### src/rtl/mips32_mem_arbiter.sv
// ---------------------------------------------------------------------------
// mips32_mem_arbiter
//
// Shares one single-port unified memory between the instruction-fetch port
// and the MEM-stage data port of the mips32 pipeline. At most one memory
// transaction is in flight. Data accesses win over fetches. Defining the
// macro MEM_ARB_FAIR_EN adds an anti-starvation counter that forces a fetch
// after FAIR_MAX contested data grants.
//
// Ports:
//   clk, rst                 clock, asynchronous active-high reset
//   if_req/if_addr           fetch request (held until if_gnt)
//   if_gnt/if_rvalid/if_rdata fetch grant pulse, read-valid, read data
//   d_req/d_we/d_addr/d_wdata data request (held until d_gnt)
//   d_gnt/d_rvalid/d_rdata   data grant pulse, load-valid, load data
//   mem_en/mem_we/mem_addr/mem_wdata/mem_rdata  memory side
//   stall_if/stall_mem       per-port "transaction pending" stalls
//
// Parameters: AW, DW, MEM_LAT (1..7 read latency), FAIR_MAX (1..15).
// ---------------------------------------------------------------------------
module mips32_mem_arbiter #(
    parameter int AW       = 10,
    parameter int DW       = 32,
    parameter int MEM_LAT  = 2,
    parameter int FAIR_MAX = 4
) (
    input  logic          clk,
    input  logic          rst,
    input  logic          if_req,
    input  logic [AW-1:0] if_addr,
    output logic          if_gnt,
    output logic          if_rvalid,
    output logic [DW-1:0] if_rdata,
    input  logic          d_req,
    input  logic          d_we,
    input  logic [AW-1:0] d_addr,
    input  logic [DW-1:0] d_wdata,
    output logic          d_gnt,
    output logic          d_rvalid,
    output logic [DW-1:0] d_rdata,
    output logic          mem_en,
    output logic          mem_we,
    output logic [AW-1:0] mem_addr,
    output logic [DW-1:0] mem_wdata,
    input  logic [DW-1:0] mem_rdata,
    output logic          stall_if,
    output logic          stall_mem
);

    if (MEM_LAT < 1 || MEM_LAT > 7 || FAIR_MAX < 1 || FAIR_MAX > 15) begin : g_bad_param
        $error("mips32_mem_arbiter: MEM_LAT must be 1..7 and FAIR_MAX 1..15");
    end

    typedef enum logic {IDLE, RD_BUSY} state_t;

    localparam logic [2:0] LAT = 3'(MEM_LAT);

    state_t     state, state_n;
    logic [2:0] cnt, cnt_n;
    logic       owner_d, owner_d_n;   // 1 = data port owns the read in flight
    logic       ret;                  // read-return cycle
    logic       free;                 // a new issue may happen this cycle
    logic       d_win, if_win;
    logic       fair_force;           // fetch must win a contest this cycle

    assign ret  = (state == RD_BUSY) && (cnt == LAT);
    assign free = (state == IDLE) || ret;

`ifdef MEM_ARB_FAIR_EN
    localparam logic [3:0] FMAX = 4'(FAIR_MAX);

    logic [3:0] fair_cnt;

    assign fair_force = if_req && (fair_cnt == FMAX);

    // Counts data grants that left a fetch waiting; saturates at FMAX.
    always_ff @(posedge clk or posedge rst) begin
        if (rst)
            fair_cnt <= '0;
        else if (if_gnt)
            fair_cnt <= '0;
        else if (d_gnt && if_req && (fair_cnt != FMAX))
            fair_cnt <= fair_cnt + 4'd1;
    end
`else
    assign fair_force = 1'b0;
`endif

    // NOTE: sequential state uses non-blocking assignments so every register
    // samples the pre-edge values regardless of process evaluation order.
    always_ff @(posedge clk or posedge rst) begin
        if (rst) begin
            state   <= IDLE;
            cnt     <= '0;
            owner_d <= 1'b0;
        end else begin
            state   <= state_n;
            cnt     <= cnt_n;
            owner_d <= owner_d_n;
        end
    end

    // NOTE: every output of this block gets a default first, so no path
    // through the conditionals can leave a value unassigned and infer a latch.
    always_comb begin
        state_n   = state;
        cnt_n     = cnt;
        owner_d_n = owner_d;
        d_win     = 1'b0;
        if_win    = 1'b0;
        if_gnt    = 1'b0;
        d_gnt     = 1'b0;
        if_rvalid = 1'b0;
        d_rvalid  = 1'b0;
        if_rdata  = '0;
        d_rdata   = '0;
        mem_en    = 1'b0;
        mem_we    = 1'b0;
        mem_addr  = '0;
        mem_wdata = '0;
        stall_if  = 1'b0;
        stall_mem = 1'b0;

        if (d_req && !fair_force)
            d_win = 1'b1;
        else if (if_req)
            if_win = 1'b1;

        // Outputs are forced low for the whole time rst is high, even though
        // requests still arrive combinationally.
        if (!rst) begin
            if_gnt    = free && if_win;
            d_gnt     = free && d_win;
            if_rvalid = ret && !owner_d;
            d_rvalid  = ret && owner_d;
            if_rdata  = if_rvalid ? mem_rdata : '0;
            d_rdata   = d_rvalid  ? mem_rdata : '0;

            mem_en = if_gnt || d_gnt;
            if (d_gnt) begin
                mem_we    = d_we;
                mem_addr  = d_addr;
                mem_wdata = d_wdata;
            end else if (if_gnt) begin
                mem_addr  = if_addr;
            end

            stall_if  = if_req || ((state == RD_BUSY) && !owner_d && !ret);
            stall_mem = d_req  || ((state == RD_BUSY) &&  owner_d && !ret);
        end

        if (state == RD_BUSY) begin
            if (ret)
                state_n = IDLE;
            else
                cnt_n = cnt + 3'd1;
        end

        // An issue in the return cycle overrides the return-to-IDLE above.
        // Stores never leave IDLE: the memory is free again next cycle.
        if (d_gnt && !d_we) begin
            state_n   = RD_BUSY;
            cnt_n     = 3'd1;
            owner_d_n = 1'b1;
        end else if (if_gnt) begin
            state_n   = RD_BUSY;
            cnt_n     = 3'd1;
            owner_d_n = 1'b0;
        end
    end

endmodule
### config.mk
export PLATFORM = sky130hd
export DESIGN_NAME = mips32_mem_arbiter
export DESIGN_NICKNAME = d
export VERILOG_FILES = /design/src/rtl/mips32_mem_arbiter.sv
export SDC_FILE = /design/constraint.sdc
export NUM_CORES = 1
export LEC_CHECK = 0
export ABC_AREA = 1
export BUFFER_PORTS_ARGS = -buffer_cell sky130_fd_sc_hd__buf_2
export CORE_AREA = 2 2 79 81
export CTS_CLUSTER_SIZE = 20
export DETAILED_ROUTE_END_ITERATION = 7
export DIE_AREA = 0 0 81 83
export HOLD_SLACK_MARGIN = 0.06
export PLACE_DENSITY_LB_ADDON = 0.08
export SYNTH_ARGS = -nofsm -noshare
export SYNTH_HDL_FRONTEND = slang
export SYNTH_SLANG_ARGS = --single-unit
export TNS_END_PERCENT = 10
### constraint.sdc
create_clock -name clk -period 1.66 [get_ports clk]
set_clock_uncertainty 0.05 [all_clocks]
set_input_delay 0.083 -clock clk [delete_from_list [all_inputs] [get_ports clk]]
set_output_delay 0.083 -clock clk [all_outputs]
set_load 0.01 [all_outputs]
After elaboration in Yosys (flattened, before gate mapping). Index checks and enable logic that the tools add are counted. W data, S select, Z words.

Add/subtract/negate cells: 1. Eq/ne operators: 2. Multiplexer cells: 31. Bitwise operators: 1. Reduce and logical (&&, ||, !) cells: 20.

Operators by type and width (count): $mux W32 (6); $mux W10 (3); $mux W1 (18); $mux W3 (4); $logic_and A1 B1 Y1 (10); $logic_or A1 B1 Y1 (4); $add A3 B1 Y3 const B (1); $eq A3 B2 Y1 const B (1); $logic_not A1 Y1 (3); $ne A3 B2 Y1 const B (1); $reduce_bool A3 Y1 (1); $reduce_and A2 Y1 (1); $reduce_bool A2 Y1 (1); $not A1 Y1 (1).

Bits in registers: 5. Output and inout bits: 114.

Logic depth before layout (Yosys ltp). Gate-level depths: netlist of the first run.

Depth in word-level cells: 8. Gate-level depth with buffers: 9. Mapped depth without buffers: 8.

Least setup slack after synthesis of the first run. No wires, ideal clock.

Path type: register -> output. Start point: register cnt[0]. End point: output if_rdata[10]. Arrival time: 1.326 ns. Data required time: 1.527 ns. Setup slack: 0.201 ns. Cell stages (with the launch flop): 8. Buffers on the path: 1. Path through: dfrtp_1 -> inv_1 -> ha_1 -> nand3_1 -> nor3_2 -> inv_2 -> buf_6 -> nor2_2.

Word-level cells in the longest chain between the ends: 5.

Ends and longest elaborated chain: start: declaration (RTL line 59) `logic [2:0] cnt, cnt_n;`; start signal: assignment (RTL line 98) `cnt <= cnt_n;`; $eq A3 B2 Y1 (RTL line 66) `assign ret = (state == RD_BUSY) && (cnt == LAT);`; $logic_and A1 B1 Y1 (RTL line 66); $logic_and A1 B1 Y1 (RTL line 134) `if_rvalid = ret && !owner_d;`; $mux W32 (RTL line 136) `if_rdata = if_rvalid ? mem_rdata : '0;`; $mux W32 (RTL line 131) `if (!rst) begin`; end: declaration (RTL line 33) `output logic [DW-1:0] if_rdata,`.

Every way passes these cells.

Final worst setup path of the first run.
Start point: register cnt[0]. End point: output if_rdata[2].

Same word-level chain as after synthesis.

==> run summary, run 1 <==
STATUS
------------------------------------------------------------------------------------------
Outcome ..................................................................... complete, but fails checks
Failing checks .............................................................. negative setup slack

POWER
------------------------------------------------------------------------------------------
Pwr per Cell Area ...........................................................  636 nW/um^2
Total internal power ........................................................     0.879 mW
LEAKAGE .....................................................................      1.96 nW
Switching Fraction ..........................................................        48.7%
Switching component of the power ............................................     0.834 mW
Fraction of power consumed by combinational cells ...........................        71.4%
Total Power .................................................................      1.71 mW
Max VDD drop ................................................................     0.454 mV
Fraction of power consumed by sequential logic ..............................        15.5%
Proportion of power drawn by the clock network ..............................        13.0%

GLOBAL ROUTING
------------------------------------------------------------------------------------------
Met3 routing resource usage after global routing ............................        2.61%
Global route total overflow .................................................            0
Vias in the first global route ..............................................         1783
Layer carrying the most global-route usage ..................................         met2
Initial antenna violation count .............................................            0
Global-route met2 utilization ...............................................        29.8%
Met1 demand-to-capacity share in global routing .............................        14.6%
Pin count of the biggest net entering global routing ........................           34
Global-route wire length before repair ......................................      8.12 mm
Total routing usage reported by global routing ..............................        14.7%

DETAILED ROUTING
------------------------------------------------------------------------------------------
Routed via count divided by cell count ......................................         3.88
Final wirelength ............................................................      5.88 mm
Average wire per standard cell .............................................. 10.9 microns
DRT antenna net count .......................................................            0
Initial drt markers .........................................................           34
Post-route DRC violation count ..............................................            0
Overall via count from detail_route .........................................         2086
Drt first pass iters ........................................................            4

TIMING
------------------------------------------------------------------------------------------
Final Max Tran Viols ........................................................            0
Shortest clock period the worst path allows after layout ....................      1790 ps
Final critical-path setup slack .............................................      -131 ps
Maximum achievable frequency ................................................      558 MHz
Transition time at the pin with the least slew margin .......................       444 ps
RSZ-0062 raised after global routing ........................................         true
Portion of the clock cycle consumed by the worst path in the final layout ...         108%
Worst hold slack after final layout .........................................       130 ps
Final setup vio count .......................................................           92
Relative max-transition margin ..............................................        70.3%
Final count of hold timing violations .......................................            0

FINAL LAYOUT
------------------------------------------------------------------------------------------
Register Area ...............................................................    125 sq um
Fill cell instance count of the final layout ................................          616
Commonest cells after routing, fill and taps aside .......................... buf_2, inv_1, nor2_1
Area growth from synthesis to layout ........................................         117%
Final layout net count ......................................................          554
# diodes ....................................................................            0
Most frequent standard cell in the layout excluding fill and tap cells ......        buf_2
Multi-input gate area .......................................................    851 sq um
Ratio of cells with drive above 1 in the final layout .......................        58.2%
Util after Layout ...........................................................        46.3%

WORST SETUP PATH
------------------------------------------------------------------------------------------
Crit-path slowest cell ......................................................      dfrtp_1
Delay contributed by the slowest stage of the critical path .................       370 ps
Worst r2r dst ...............................................................       cnt[0]
Flop2flop setup slack .......................................................       210 ps
Setup CP Type ...............................................................   reg -> out
R2R Path Start ..............................................................       cnt[0]
Worst-path maximum fanout ...................................................           16
Worst reg2reg path depth ....................................................            9
Cell-by-cell listing of the critical path ................................... inv_1 > ha_2 > nand3_2 > nor3_4 > inv_2 > clkbuf_16 > nor2_2 > buf_2
Worst Setup SP ..............................................................       cnt[0]
Critical path launch point type .............................................     register
Critical path endpoint category ............................................. primary output
Required time of the critical path ..........................................      1530 ps
Data arrival, critical path .................................................      1660 ps

CTS
------------------------------------------------------------------------------------------
Clock edge transition at the registers on the reported setup and hold paths .        40 ps
TritonCTS buffer count ......................................................            3
Clk Latency, worst-skew pair ................................................       220 ps
Number of sinks handled by clock tree synthesis .............................            5
Clock Tree Root .............................................................     clkbuf_8
TritonCTS clock tree ........................................................        built
Number of buffers between clock root and the deepest sink ...................            2
Htree depth .................................................................            1

SYNTH
------------------------------------------------------------------------------------------
Number of storage elements in the synthesis netlist .........................            5
Mapped cell area ............................................................   1240 sq um
Count of different cell masters after synthesis .............................           20
Post-Synthesis Cells ........................................................          251
Synthesized area divided by synthesized cell count ..........................   4.94 sq um
Syn. warnings ...............................................................            0
Syn nets ....................................................................          342
Sequential cell area fraction in the yosys report ...........................        10.1%

DIE
------------------------------------------------------------------------------------------
Row Count ...................................................................           28
Die Y-Extent ................................................................   83 microns
Die boundary width ..........................................................   81 microns
Initial cell density of the core ............................................        21.3%
Full die area ...............................................................   6720 sq um
Boundary pin count ..........................................................          203
Area of the core ............................................................   5820 sq um

HOLD PATH
------------------------------------------------------------------------------------------
Worst hold path stage count .................................................            4
Hold Path Class .............................................................    in -> reg
Hold Crit Endpoint ..........................................................      owner_d
Beginning of the worst hold path ............................................         d_we

JOB
------------------------------------------------------------------------------------------
Max Cap Violations ..........................................................            0

PLACED DESIGN
------------------------------------------------------------------------------------------
Count of buffers inserted at the top-level ports ............................          202
Detailed placement HPWL .....................................................      4.47 mm
RD Place Congestion .........................................................        0.803
Post-placement worst setup slack ............................................       119 ps

-- through the flow --
step / cells / TNS, ps / area, sq um
2_1_floorplan: 251 / 0 / 1240
3_3_place_gp: 523 / 0 / 2330
3_5_place_dp: 523 / 0 / 2330
4_1_cts: 533 / -2930 / 2470
5_1_grt: 537 / -15240 / 2690
6_report: 537 / -4730 / 2690
-- cell type report --
type / instances / area share [%]
clock buffers: 4 / 1.67
inverters: 77 / 11.0
multi-input cells: 158 / 31.6
flip-flops and latches: 5 / 4.64
well taps: 75 / 3.48
repair buffers: 216 / 47.1
repair inverters: 2 / 0.511
-- power by group through the flow --
stage               Combinational, mW  Sequential [mW]  Clock, mW
floorplan                       0.603            0.236          0
global placement                 1.01            0.256          0
detailed placement               1.00            0.256          0
CTS                              1.13            0.254      0.231
global route                     1.36            0.270      0.236
finish                           1.22            0.266      0.223
-- critical path: cells and delay by family (launching register included) --
kind,cells,cell delay [ps]
fa+ha+maj,1,190
simple gates,3,350
buf+inv,4,510
flops,1,370
-- registers in the layout (all words and copies together), names as in the netlist --
signal and flops:
state 1, owner_d 1, cnt 3
-- layer usage --
| layer | vias to the layer above | part of all wire [%] |
|---|---|---|
| met3 | 6 | 10 |
| met1 | 854 | 35 |
| li1 | 1106 | - |
| met2 | 120 | 54 |
| met4 | 0 | 1.5 |
| met5 | - | 0 |
-- worst max-delay path by stage --
stage / to
3_5_place_dp: mem_addr[6]
6_report: if_rdata[2]
3_3_place_gp: mem_addr[1]
2_1_floorplan: if_rdata[10]
5_1_grt: if_rdata[2]
4_1_cts: if_rdata[16]
-- cell families (layout without fill, tap and decap cells) --
logic type	count (synthesis)	in the layout	synth area share [%]
flops	5	5	10.1
xor+xnor	1	1	0.706
fa+ha+maj	2	2	2.02
buf+inv	88	299	30.3
simple gates	152	152	55.5
compound gates	3	3	1.41
-- synthesized netlist by cell type --
cell type,instances,area [sq um]
a21oi_1,1,5.00
xor2_1,1,8.76
o31ai_1,1,7.51
nand4_1,1,6.26
nand3_1,4,20.0
buf_6,5,56.3
dfrtp_1,5,125
nor2_2,28,175
nand3_2,1,10.0
inv_2,4,15.0
o21ai_0,1,5.00
nand2_2,2,12.5
nor2_1,71,267
nor3_2,1,10.0
ha_1,2,25.0
inv_1,73,274
nor2_4,2,22.5
nand2_4,1,11.3
buf_2,6,30.0
nand2_1,41,154
-- what timing repair did --
item                       CTS  global route
hold buffers                 1             0
cloned                       2             2
setup endpoints to repair   82           106
hold endpoints to repair     5             0
setup buffers                3             2
pin swaps                    0             1
resized for setup           12            33
Note: power is estimated with default switching activity, not from simulation.
==> inputs of run 2 (changes only) <==
--- a/config.mk
+++ b/config.mk
@@ -13,2 +13,3 @@
 export DIE_AREA = 0 0 81 83
+export GPL_TIMING_DRIVEN = 0
 export HOLD_SLACK_MARGIN = 0.06
==> constraint.sdc (replaced) <==
create_clock -name clk -period 1.66 [get_ports clk]
set_clock_uncertainty 0.05 [all_clocks]
set_input_delay 0.166 -clock clk [delete_from_list [all_inputs] [get_ports clk]]
set_output_delay 0.166 -clock clk [all_outputs]
set_load 0.01 [all_outputs]
==> run 2 against run 1 <==
Sequential cell count stayed put. Largest cell class unchanged. Combinational power barely moved. Highest routed layer unchanged. Utilization decreased by 0.39 points. The flow still finishes with violations (negative setup slack). Die area stayed put. Clock power about the same. Register-to-register slack worse by 80 ps. Cell area fell by 0.84%. Critical endpoint is now if_rdata[12].
==> run summary, run 2 (synthesis gave the netlist of run 1 again) <==
PLACED DESIGN
------------------------------------------------------------------------------------------
Count of buffers inserted at the top-level ports ............................          202   unchanged
RD Place Congestion .........................................................        0.773   -3.8%
Detailed placement HPWL .....................................................      4.64 mm   +3.8%
Post-placement worst setup slack ............................................     -75.3 ps   -194 ps

JOB
------------------------------------------------------------------------------------------
Max Cap Violations ..........................................................            0   unchanged

CTS
------------------------------------------------------------------------------------------
Number of buffers between clock root and the deepest sink ...................            2   unchanged
Clock edge transition at the registers on the reported setup and hold paths .        30 ps   about the same
Clock Tree Root .............................................................     clkbuf_8
Clk Latency, worst-skew pair ................................................       220 ps   about the same
TritonCTS clock tree ........................................................        built
TritonCTS buffer count ......................................................            3   unchanged
Htree depth .................................................................            1   unchanged
Number of sinks handled by clock tree synthesis .............................            5   unchanged

FINAL LAYOUT
------------------------------------------------------------------------------------------
Commonest cells after routing, fill and taps aside .......................... buf_2, inv_1, nor2_1
Util after Layout ...........................................................        45.9%   -0.39 points
Area growth from synthesis to layout ........................................         115%
Ratio of cells with drive above 1 in the final layout .......................        58.5%   +0.27 points
Number of flip-flops in the largest register ................................            3   unchanged
Registers with the most flip-flops .......................................... cnt: 3 flops, owner_d: 1 flops, state: 1 flops
# diodes ....................................................................            0   unchanged
Most frequent standard cell in the layout excluding fill and tap cells ......        buf_2
Final layout net count ......................................................          557   +0.54%
Register with the most flip-flops ...........................................          cnt

WORST SETUP PATH
------------------------------------------------------------------------------------------
Setup CP Type ...............................................................   reg -> out
Worst Setup SP ..............................................................       cnt[0]
Critical path launch point type .............................................     register
Critical path endpoint category ............................................. primary output
Data arrival, critical path .................................................      1550 ps   -110 ps
Required time of the critical path ..........................................      1440 ps   -90 ps
R2R Path Start ..............................................................       cnt[1]
Flop2flop setup slack .......................................................       130 ps   -80 ps
Critical path endpoint ...................................................... if_rdata[12]
Worst-path maximum fanout ...................................................           10   -6
Worst r2r dst ...............................................................       cnt[0]
Worst reg2reg path depth ....................................................            9   unchanged

STATUS
------------------------------------------------------------------------------------------
Failing checks .............................................................. negative setup slack
Outcome ..................................................................... complete, but fails checks

HOLD PATH
------------------------------------------------------------------------------------------
Hold Path Class .............................................................    in -> reg

POWER
------------------------------------------------------------------------------------------
Pwr per Cell Area ...........................................................  652 nW/um^2   +2.5%
Fraction of power consumed by sequential logic ..............................        15.6%   about the same
Fraction of power consumed by combinational cells ...........................        71.6%   +0.2 points
Max VDD drop ................................................................     0.509 mV   +12%
Switching component of the power ............................................     0.807 mW   -3.2%
Total internal power ........................................................     0.933 mW   +6.2%
Switching Fraction ..........................................................        46.4%   -2.3 points
Proportion of power drawn by the clock network ..............................        12.8%   -0.2 points
LEAKAGE .....................................................................      1.98 nW   +0.74%

TIMING
------------------------------------------------------------------------------------------
Transition time at the pin with the least slew margin .......................       420 ps   -24.8 ps
Shortest clock period the worst path allows after layout ....................      1760 ps   -27.8 ps
Final count of hold timing violations .......................................            0   unchanged
Final Max Tran Viols ........................................................            0   unchanged
Final critical-path setup slack .............................................      -104 ps   +27.8 ps
Portion of the clock cycle consumed by the worst path in the final layout ...         106%   -1.7 points
Final setup vio count .......................................................           99   +7.6%
Maximum achievable frequency ................................................      567 MHz   +1.6%
RSZ-0062 raised after global routing ........................................         true
Relative max-transition margin ..............................................        71.9%   +1.7 points

DETAILED ROUTING
------------------------------------------------------------------------------------------
Average wire per standard cell .............................................. 9.74 microns   -11%
Overall via count from detail_route .........................................         2074   -0.58%
Initial drt markers .........................................................           18   -47%
Routed via count divided by cell count ......................................         3.84   -1.1%
Drt first pass iters ........................................................            4   unchanged
DRT antenna net count .......................................................            0   unchanged
Post-route DRC violation count ..............................................            0   unchanged
Final wirelength ............................................................      5.26 mm   -10%

DIE
------------------------------------------------------------------------------------------
Initial cell density of the core ............................................        21.3%   unchanged
Boundary pin count ..........................................................          203   unchanged
Full die area ...............................................................   6720 sq um   unchanged
Area of the core ............................................................   5820 sq um   unchanged
Die boundary width ..........................................................   81 microns   unchanged
Row Count ...................................................................           28   unchanged
Die Y-Extent ................................................................   83 microns   unchanged

GLOBAL ROUTING
------------------------------------------------------------------------------------------
Global-route wire length before repair ......................................      7.97 mm   -1.9%
Total routing usage reported by global routing ..............................        14.4%   -0.31 points
Vias in the first global route ..............................................         1835   +2.9%
Initial antenna violation count .............................................            0   unchanged
Pin count of the biggest net entering global routing ........................           11   -68%
Global route total overflow .................................................            0   unchanged

run 2: cell type report:
type | count | area (sq um)
buffer | 11 | 140
clock buffer | 4 | 45.0
fill | 649 | 3140
inverter | 77 | 294
multi-input combinational | 158 | 835
sequential | 5 | 125
tap | 75 | 93.8
timing repair buffer | 210 | 1140
run 2: worst min path at each step:
stage | cells after the start | endpoint | from | slack (ps)
after floorplan | 1 | cnt[0] | rst | -120
after global placement | 2 | owner_d | rst | 50
after detailed placement | 2 | owner_d | rst | 50
after CTS | 4 | owner_d | d_we | 200
after global routing | 4 | owner_d | d_we | 220
final | 4 | owner_d | d_we | 200
run 2: worst max-delay path, stage by stage, from the launching register on:
cell     delay [ps]
dfrtp_1         380
inv_2            70
ha_4            150
nand3_4          90
nor3_4          170
inv_4            90
buf_6           170
nor2_2           70
buf_2           130
run 2: power by group through the flow:
stage	clock network [mW]	registers (mW)	logic, mW
2_1_floorplan	0	0.236	0.603
3_3_place_gp	0	0.249	0.979
3_5_place_dp	0	0.251	0.983
4_1_cts	0.230	0.250	1.13
5_1_grt	0.236	0.283	1.38
6_report	0.223	0.271	1.25
run 2: routing by layer:
layer | global-route usage, % | vias up | wire length (microns)
met5 | 0 | - | 0
met4 | 3.24 | 0 | 70
met3 | 2.17 | 8 | 577
met2 | 30.1 | 121 | 2790
met1 | 14.0 | 837 | 1820
li1 | - | 1108 | -
run 2: repair_timing:
item / 4_1_cts / 5_1_grt
endpoints found under the hold margin: 5 / 0
resized for setup: 16 / 32
pin swaps: 1 / 2
buffers inserted: 3 / 2
cloned: 1 / 1
hold buffers: 1 / 0
endpoints found under the setup margin: 109 / 112
run 2: stage by stage:
stage          instances  power [mW]  TNS (ps)  instance area, sq um  hold slack, ps
6_report             540        1.74     -5800                  2670             196
3_3_place_gp         528        1.23     -1750                  2340            53.7
2_1_floorplan        251       0.839         0                  1240            -120
4_1_cts              537        1.61    -12960                  2480             205
3_5_place_dp         528        1.23     -2140                  2340            49.2
5_1_grt              540        1.90    -14690                  2670             221
